===== config.mk =====
export PLATFORM = sky130hd
export DESIGN_NAME = sum_accumulator_flat
export DESIGN_NICKNAME = d
export VERILOG_FILES = /design/src/rtl/sum_accumulator_if.sv /design/src/rtl/sum_accumulator.sv /design/src/flat_wrapper.sv
export SDC_FILE = /design/constraint.sdc
export NUM_CORES = 1
export LEC_CHECK = 0
export BUFFER_PORTS_ARGS = -buffer_cell sky130_fd_sc_hd__clkbuf_2
export CAP_MARGIN = 30
export CELL_PAD_IN_SITES_DETAIL_PLACEMENT = 1
export CELL_PAD_IN_SITES_GLOBAL_PLACEMENT = 2
export CORE_AREA = 8 8 78 93
export DETAILED_ROUTE_END_ITERATION = 10
export DIE_AREA = 0 0 86 101
export PLACE_DENSITY_LB_ADDON = 0.1
export RECOVER_POWER = 50
export SYNTH_ARGS = -nofsm -noshare
export SYNTH_HDL_FRONTEND = slang
export SYNTH_SLANG_ARGS = --single-unit

===== constraint.sdc =====
create_clock -name clk -period 6 [get_ports clk]
set_input_delay 0.9 -clock clk [delete_from_list [all_inputs] [get_ports clk]]
set_output_delay 0.9 -clock clk [all_outputs]
set_load 0.005 [all_outputs]

===== src/rtl/sum_accumulator_if.sv =====
// Handshake bundle between an 8-bit adder result producer and sum_accumulator.
//   in_valid/in_ready : result handshake; Sum/cout/overflow carry the adder result
//   out_valid/out_ready : block-result handshake; acc/ovf_count/sat carry the block result
// master: producer/consumer side. slave: accumulator side.
interface sum_accumulator_if;
  logic        in_valid;
  logic        in_ready;
  logic [7:0]  Sum;
  logic        cout;
  logic        overflow;
  logic        out_valid;
  logic        out_ready;
  logic [15:0] acc;
  logic [3:0]  ovf_count;
  logic        sat;

  modport master (
    output in_valid, Sum, cout, overflow, out_ready,
    input  in_ready, out_valid, acc, ovf_count, sat
  );

  modport slave (
    input  in_valid, Sum, cout, overflow, out_ready,
    output in_ready, out_valid, acc, ovf_count, sat
  );
endinterface


===== src/rtl/sum_accumulator.sv =====
// Accumulates N_SAMPLES 9-bit adder results ({cout,Sum}) into a saturating 16-bit
// total, counts results flagged with signed overflow, then holds the block result
// until the consumer takes it.
//   clk   : single clock, rising edge
//   rst_n : asynchronous active-low reset
//   clear : synchronous restart, overrides any coincident accept or out_ready
//   bus   : slave side of sum_accumulator_if (input results, block-result output)
module sum_accumulator #(
  parameter int unsigned N_SAMPLES = 8
) (
  input  logic               clk,
  input  logic               rst_n,
  input  logic               clear,
  sum_accumulator_if.slave   bus
);

  typedef enum logic {StAccum, StHold} state_e;

  localparam logic [7:0] NLast = 8'(N_SAMPLES);

  state_e      state_q, state_d;
  logic [15:0] acc_q, acc_d;
  logic [3:0]  ovf_q, ovf_d;
  logic        sat_q, sat_d;
  logic [7:0]  cnt_q, cnt_d;
  logic [16:0] sum_wide;

  always_ff @(posedge clk or negedge rst_n) begin
    if (!rst_n) begin
      state_q <= StAccum;
      acc_q   <= 16'h0000;
      ovf_q   <= 4'd0;
      sat_q   <= 1'b0;
      cnt_q   <= 8'd0;
    end else begin
      state_q <= state_d;
      acc_q   <= acc_d;
      ovf_q   <= ovf_d;
      sat_q   <= sat_d;
      cnt_q   <= cnt_d;
    end
  end

  always_comb begin
    state_d  = state_q;
    acc_d    = acc_q;
    ovf_d    = ovf_q;
    sat_d    = sat_q;
    cnt_d    = cnt_q;
    sum_wide = {1'b0, acc_q} + {8'd0, bus.cout, bus.Sum};

    if (clear) begin
      state_d = StAccum;
      acc_d   = 16'h0000;
      ovf_d   = 4'd0;
      sat_d   = 1'b0;
      cnt_d   = 8'd0;
    end else begin
      unique case (state_q)
        StAccum: begin
          // in_ready is 1 here, so in_valid alone qualifies the accept
          if (bus.in_valid) begin
            if (sum_wide[16]) begin
              acc_d = 16'hFFFF;
              sat_d = 1'b1;
            end else begin
              acc_d = sum_wide[15:0];
            end
            if (bus.overflow && (ovf_q != 4'hF)) begin
              ovf_d = ovf_q + 4'd1;
            end
            cnt_d = cnt_q + 8'd1;
            if (cnt_d == NLast) begin
              state_d = StHold;
            end
          end
        end
        StHold: begin
          if (bus.out_ready) begin
            state_d = StAccum;
            acc_d   = 16'h0000;
            ovf_d   = 4'd0;
            sat_d   = 1'b0;
            cnt_d   = 8'd0;
          end
        end
      endcase
    end
  end

  assign bus.in_ready  = (state_q == StAccum);
  assign bus.out_valid = (state_q == StHold);
  assign bus.acc       = acc_q;
  assign bus.ovf_count = ovf_q;
  assign bus.sat       = sat_q;

endmodule

===== src/flat_wrapper.sv =====
// flat-port wrapper written by rule: the top's interface ports become plain ports
module sum_accumulator_flat 
#(
  parameter int unsigned N_SAMPLES = 8
)
  (clk, rst_n, clear, bus_in_valid, bus_Sum, bus_cout, bus_overflow, bus_out_ready, bus_in_ready, bus_out_valid, bus_acc, bus_ovf_count, bus_sat);
  sum_accumulator_if bus_i ();
  input  logic clk;
  input  logic rst_n;
  input  logic clear;
  input wire logic [$bits(bus_i.in_valid)-1:0] bus_in_valid;
  input wire logic [$bits(bus_i.Sum)-1:0] bus_Sum;
  input wire logic [$bits(bus_i.cout)-1:0] bus_cout;
  input wire logic [$bits(bus_i.overflow)-1:0] bus_overflow;
  input wire logic [$bits(bus_i.out_ready)-1:0] bus_out_ready;
  output wire logic [$bits(bus_i.in_ready)-1:0] bus_in_ready;
  output wire logic [$bits(bus_i.out_valid)-1:0] bus_out_valid;
  output wire logic [$bits(bus_i.acc)-1:0] bus_acc;
  output wire logic [$bits(bus_i.ovf_count)-1:0] bus_ovf_count;
  output wire logic [$bits(bus_i.sat)-1:0] bus_sat;
  assign bus_i.in_valid = bus_in_valid;
  assign bus_i.Sum = bus_Sum;
  assign bus_i.cout = bus_cout;
  assign bus_i.overflow = bus_overflow;
  assign bus_i.out_ready = bus_out_ready;
  assign bus_in_ready = bus_i.in_ready;
  assign bus_out_valid = bus_i.out_valid;
  assign bus_acc = bus_i.acc;
  assign bus_ovf_count = bus_i.ovf_count;
  assign bus_sat = bus_i.sat;
  sum_accumulator #(.N_SAMPLES(N_SAMPLES)) u_core (.clk(clk), .rst_n(rst_n), .clear(clear), .bus(bus_i));
endmodule

==> results.md <==
* Worst slew pin tran at 1750 ps
* Final setup fails at 0
* DR WL/cell at 16.5 um
* # diodes at 0
* Share of cells above drive strength 1 at 18.9%
* Initial antenna violation count at 0
* TritonCTS Buffers at 5
* Vias at 1,830
* Worst Path Arrival at 2880 ps
* Post-synthesis sequential area ratio at 38.5%
* Fin crit share at 44.6%
* Max-slew violation count at 31
* CTS tree: done
* Pre-Repair DR Iteration Count at 4
* EDFF count, synth at 0
* #FFs+latches synth at 30
* Remaining antenna violation count at 0
* Flop2flop setup slack at 3600 ps
* Worst setup path class: primary input to register
* Port Buffers at 37
* Number of cell rows at 31
* Total track usage at 14.1%
* Worst Hold Class: register to register
* Main synth FF type: dfrtp_1
* Place WS at 2970 ps
* Detail Placement HPWL at 4270 um
* # DRC at 0
* Slew Limit Headroom at -16.8%
* Mean Syn Cell Area at 8.75 um^2
* Vias in the first global route at 2,000
* Async SR Flop Fraction at 100%
* CTS sink count at 30
* Die H at 101 um
* Fin crit period at 2680 ps
* Total gr overflow at 0
* Final wirelength at 5700 um
* Max-cap viol count at 1
* # IOs at 38
* Synth Instances at 223
* Crit. End Element: register
* Leak Pwr at 1.07 nW
* Worst Setup Start Kind: primary input
* Hold_buf cts at 0
* Post-DR vias/cell at 5.29
* Final Hold Viols at 0
* Setup ws final at 3320 ps
* Post-CTS sizing at 0
* Die Wd at 86 um
* Die area at 8690 um^2
* CTS root buf: clkbuf_8
* Skew final at 7.62 ps
* Critical path peak fanout at 13
* Post-CTS Setup Repair Bufs at 0
* Mapped Area at 1950 um^2
* Mapped Nets at 250
* Worst Path Required at 6210 ps
* Fmax at 374 MHz
* Pwr Density at 241 nW/um^2
* First-pass GRT wire length at 9850 um
* Worst-path clk slew at 70 ps
* Post-synthesis cell type count at 46
* Clock latency on the worst-skew pair at 280 ps
* Synth warn at 0
* Total power at 558 uW
* Nets@finish at 290
* Failing checks: max-capacitance violations, max-slew violations
* Iter 0 DRT Violations at 46
* Largest net degree at the start of global routing at 31
* Fin Setup TNS at 0 ps
* Max VDD drop at 0.0000851 V
* H-tree depth at 2
* Unrepaired setup endpoints after global routing: false
* Initial Utilization at 33.3%
* Area grow syn2layout at 18.8%
* Core Box Area at 5860 um^2
* Maximum root-to-sink buffer count at 2
* Routability congestion estimate from global placement at 0.726
* Fill count at 715
* Outcome: finished, violations left
==> layout make-up <==
class                   instances  area (um^2)  area share (%)
clock buffers                   8          110            4.75
well taps                      82          103            4.42
repair buffers                 38          181            7.82
multi-input cells             181         1150            49.5
inverters                       7         26.3            1.13
flip-flops and latches         30          751            32.4
==> path summary, 6_finish.rpt <==
path                                                from                        endpoint  cells past startpoint
max                                           bus_Sum[0]  u_core.bus.acc[15]$_DFFE_PN0P_                      9
min reg2reg                u_core.bus.acc[4]$_DFFE_PN0P_   u_core.bus.acc[4]$_DFFE_PN0P_                      2
max reg2reg                u_core.bus.acc[0]$_DFFE_PN0P_  u_core.bus.acc[11]$_DFFE_PN0P_                      7
min in group asynchronous                          rst_n   u_core.bus.acc[2]$_DFFE_PN0P_                      1
max in group asynchronous                          rst_n     u_core.cnt_q[3]$_DFFE_PN0P_                      1
min                        u_core.bus.acc[4]$_DFFE_PN0P_   u_core.bus.acc[4]$_DFFE_PN0P_                      2
==> flip-flops by register name (all words and copies together), names as in the netlist <==
| register | cells |
|---|---|
| u_core.cnt_q | 8 |
| u_core.bus.sat | 1 |
| u_core.bus.ovf_count | 4 |
| u_core.bus.out_valid | 1 |
| u_core.bus.acc | 16 |
==> worst max-delay path, cell delays in order <==
cell and delay [ps]:
clkbuf_2 80, ha_1 170, fa_1 240, a211o_1 210, a21o_1 160, a21oi_2 70, nor4_4 700, nand2_1 210
o211ai_1 140
==> logic make-up after synthesis <==
kind of cell	after synthesis	share of synthesized area, %
and+or+nand+nor	88	21.3
AOI/OAI and AO/OA	72	25.2
DFF	30	38.5
buffers and inverters	12	2.88
adders and majority gates	12	8.08
xor gates and xnor gates	8	3.59
muxes	1	0.513
==> synth_stat cells, types with 2 or more instances <==
cell,n,area [um^2]
a211oi_1,4,30.0
o31ai_1,2,15.0
o21ai_0,13,65.1
a21oi_2,4,35.0
buf_2,3,15.0
a21o_1,3,22.5
ha_1,11,138
and3_1,3,18.8
xor2_1,3,26.3
o211ai_1,2,15.0
xnor2_1,5,43.8
o21ai_1,10,50.1
nor2_1,15,56.3
nor3b_1,2,15.0
a21oi_1,16,80.1
a211oi_2,3,37.5
nand3_1,15,75.1
inv_1,7,26.3
nand2_1,40,150
nor3_1,5,25.0
dfrtp_1,30,751
a31oi_1,3,18.8
==> routing by layer <==
metal  part of all wire, %  global-route usage, %  up-vias  wire, um
met5                     0                      0        -         0
met4                   1.1                   4.05        0        61
met3                   4.9                   3.67        6       281
met2                    48                   24.2       35      2760
met1                    46                   16.7      899      2600
li1                      -                      -      890         -
==> through the flow <==
stage / util [%] / cell area [um^2] / hold WS [ps] / std cells
6_report: 39.6 / 2320 / 501 / 346
5_1_grt: 39.6 / 2320 / 548 / 346
4_1_cts: 39.8 / 2330 / 509 / 346
3_5_place_dp: 37.9 / 2220 / 493 / 338
3_3_place_gp: 37.9 / 2220 / 488 / 338
2_1_floorplan: - / 1950 / 486 / 223
==> where the power goes <==
group | total [mW] | switching (mW) | leakage, nW | internal [mW]
sequential | 0.225 | 0.0114 | 0.410 | 0.213
combinational | 0.136 | 0.0817 | 0.601 | 0.0542
clock | 0.198 | 0.0818 | 0.0575 | 0.116
==> layout by cell type (no fill, tap or decap), types with 2 or more instances in the layout <==
master    instances
o21ai_0          13
clkbuf_2         28
clkbuf_8          8
xnor2_1           5
nor3_1            5
a21o_1            3
inv_1             7
a31oi_1           3
nand2_1          40
a21oi_2           5
ha_1             11
nand3_1          15
a21oi_1          15
xor2_1            3
and3_1            3
o31ai_1           2
nor3b_1           2
dfrtp_1          30
a211oi_1          4
o21ai_1          10
a211oi_2          3
nor2_1           15
o211ai_1          2
clkbuf_1          9
(Power assumes the default switching activity.)
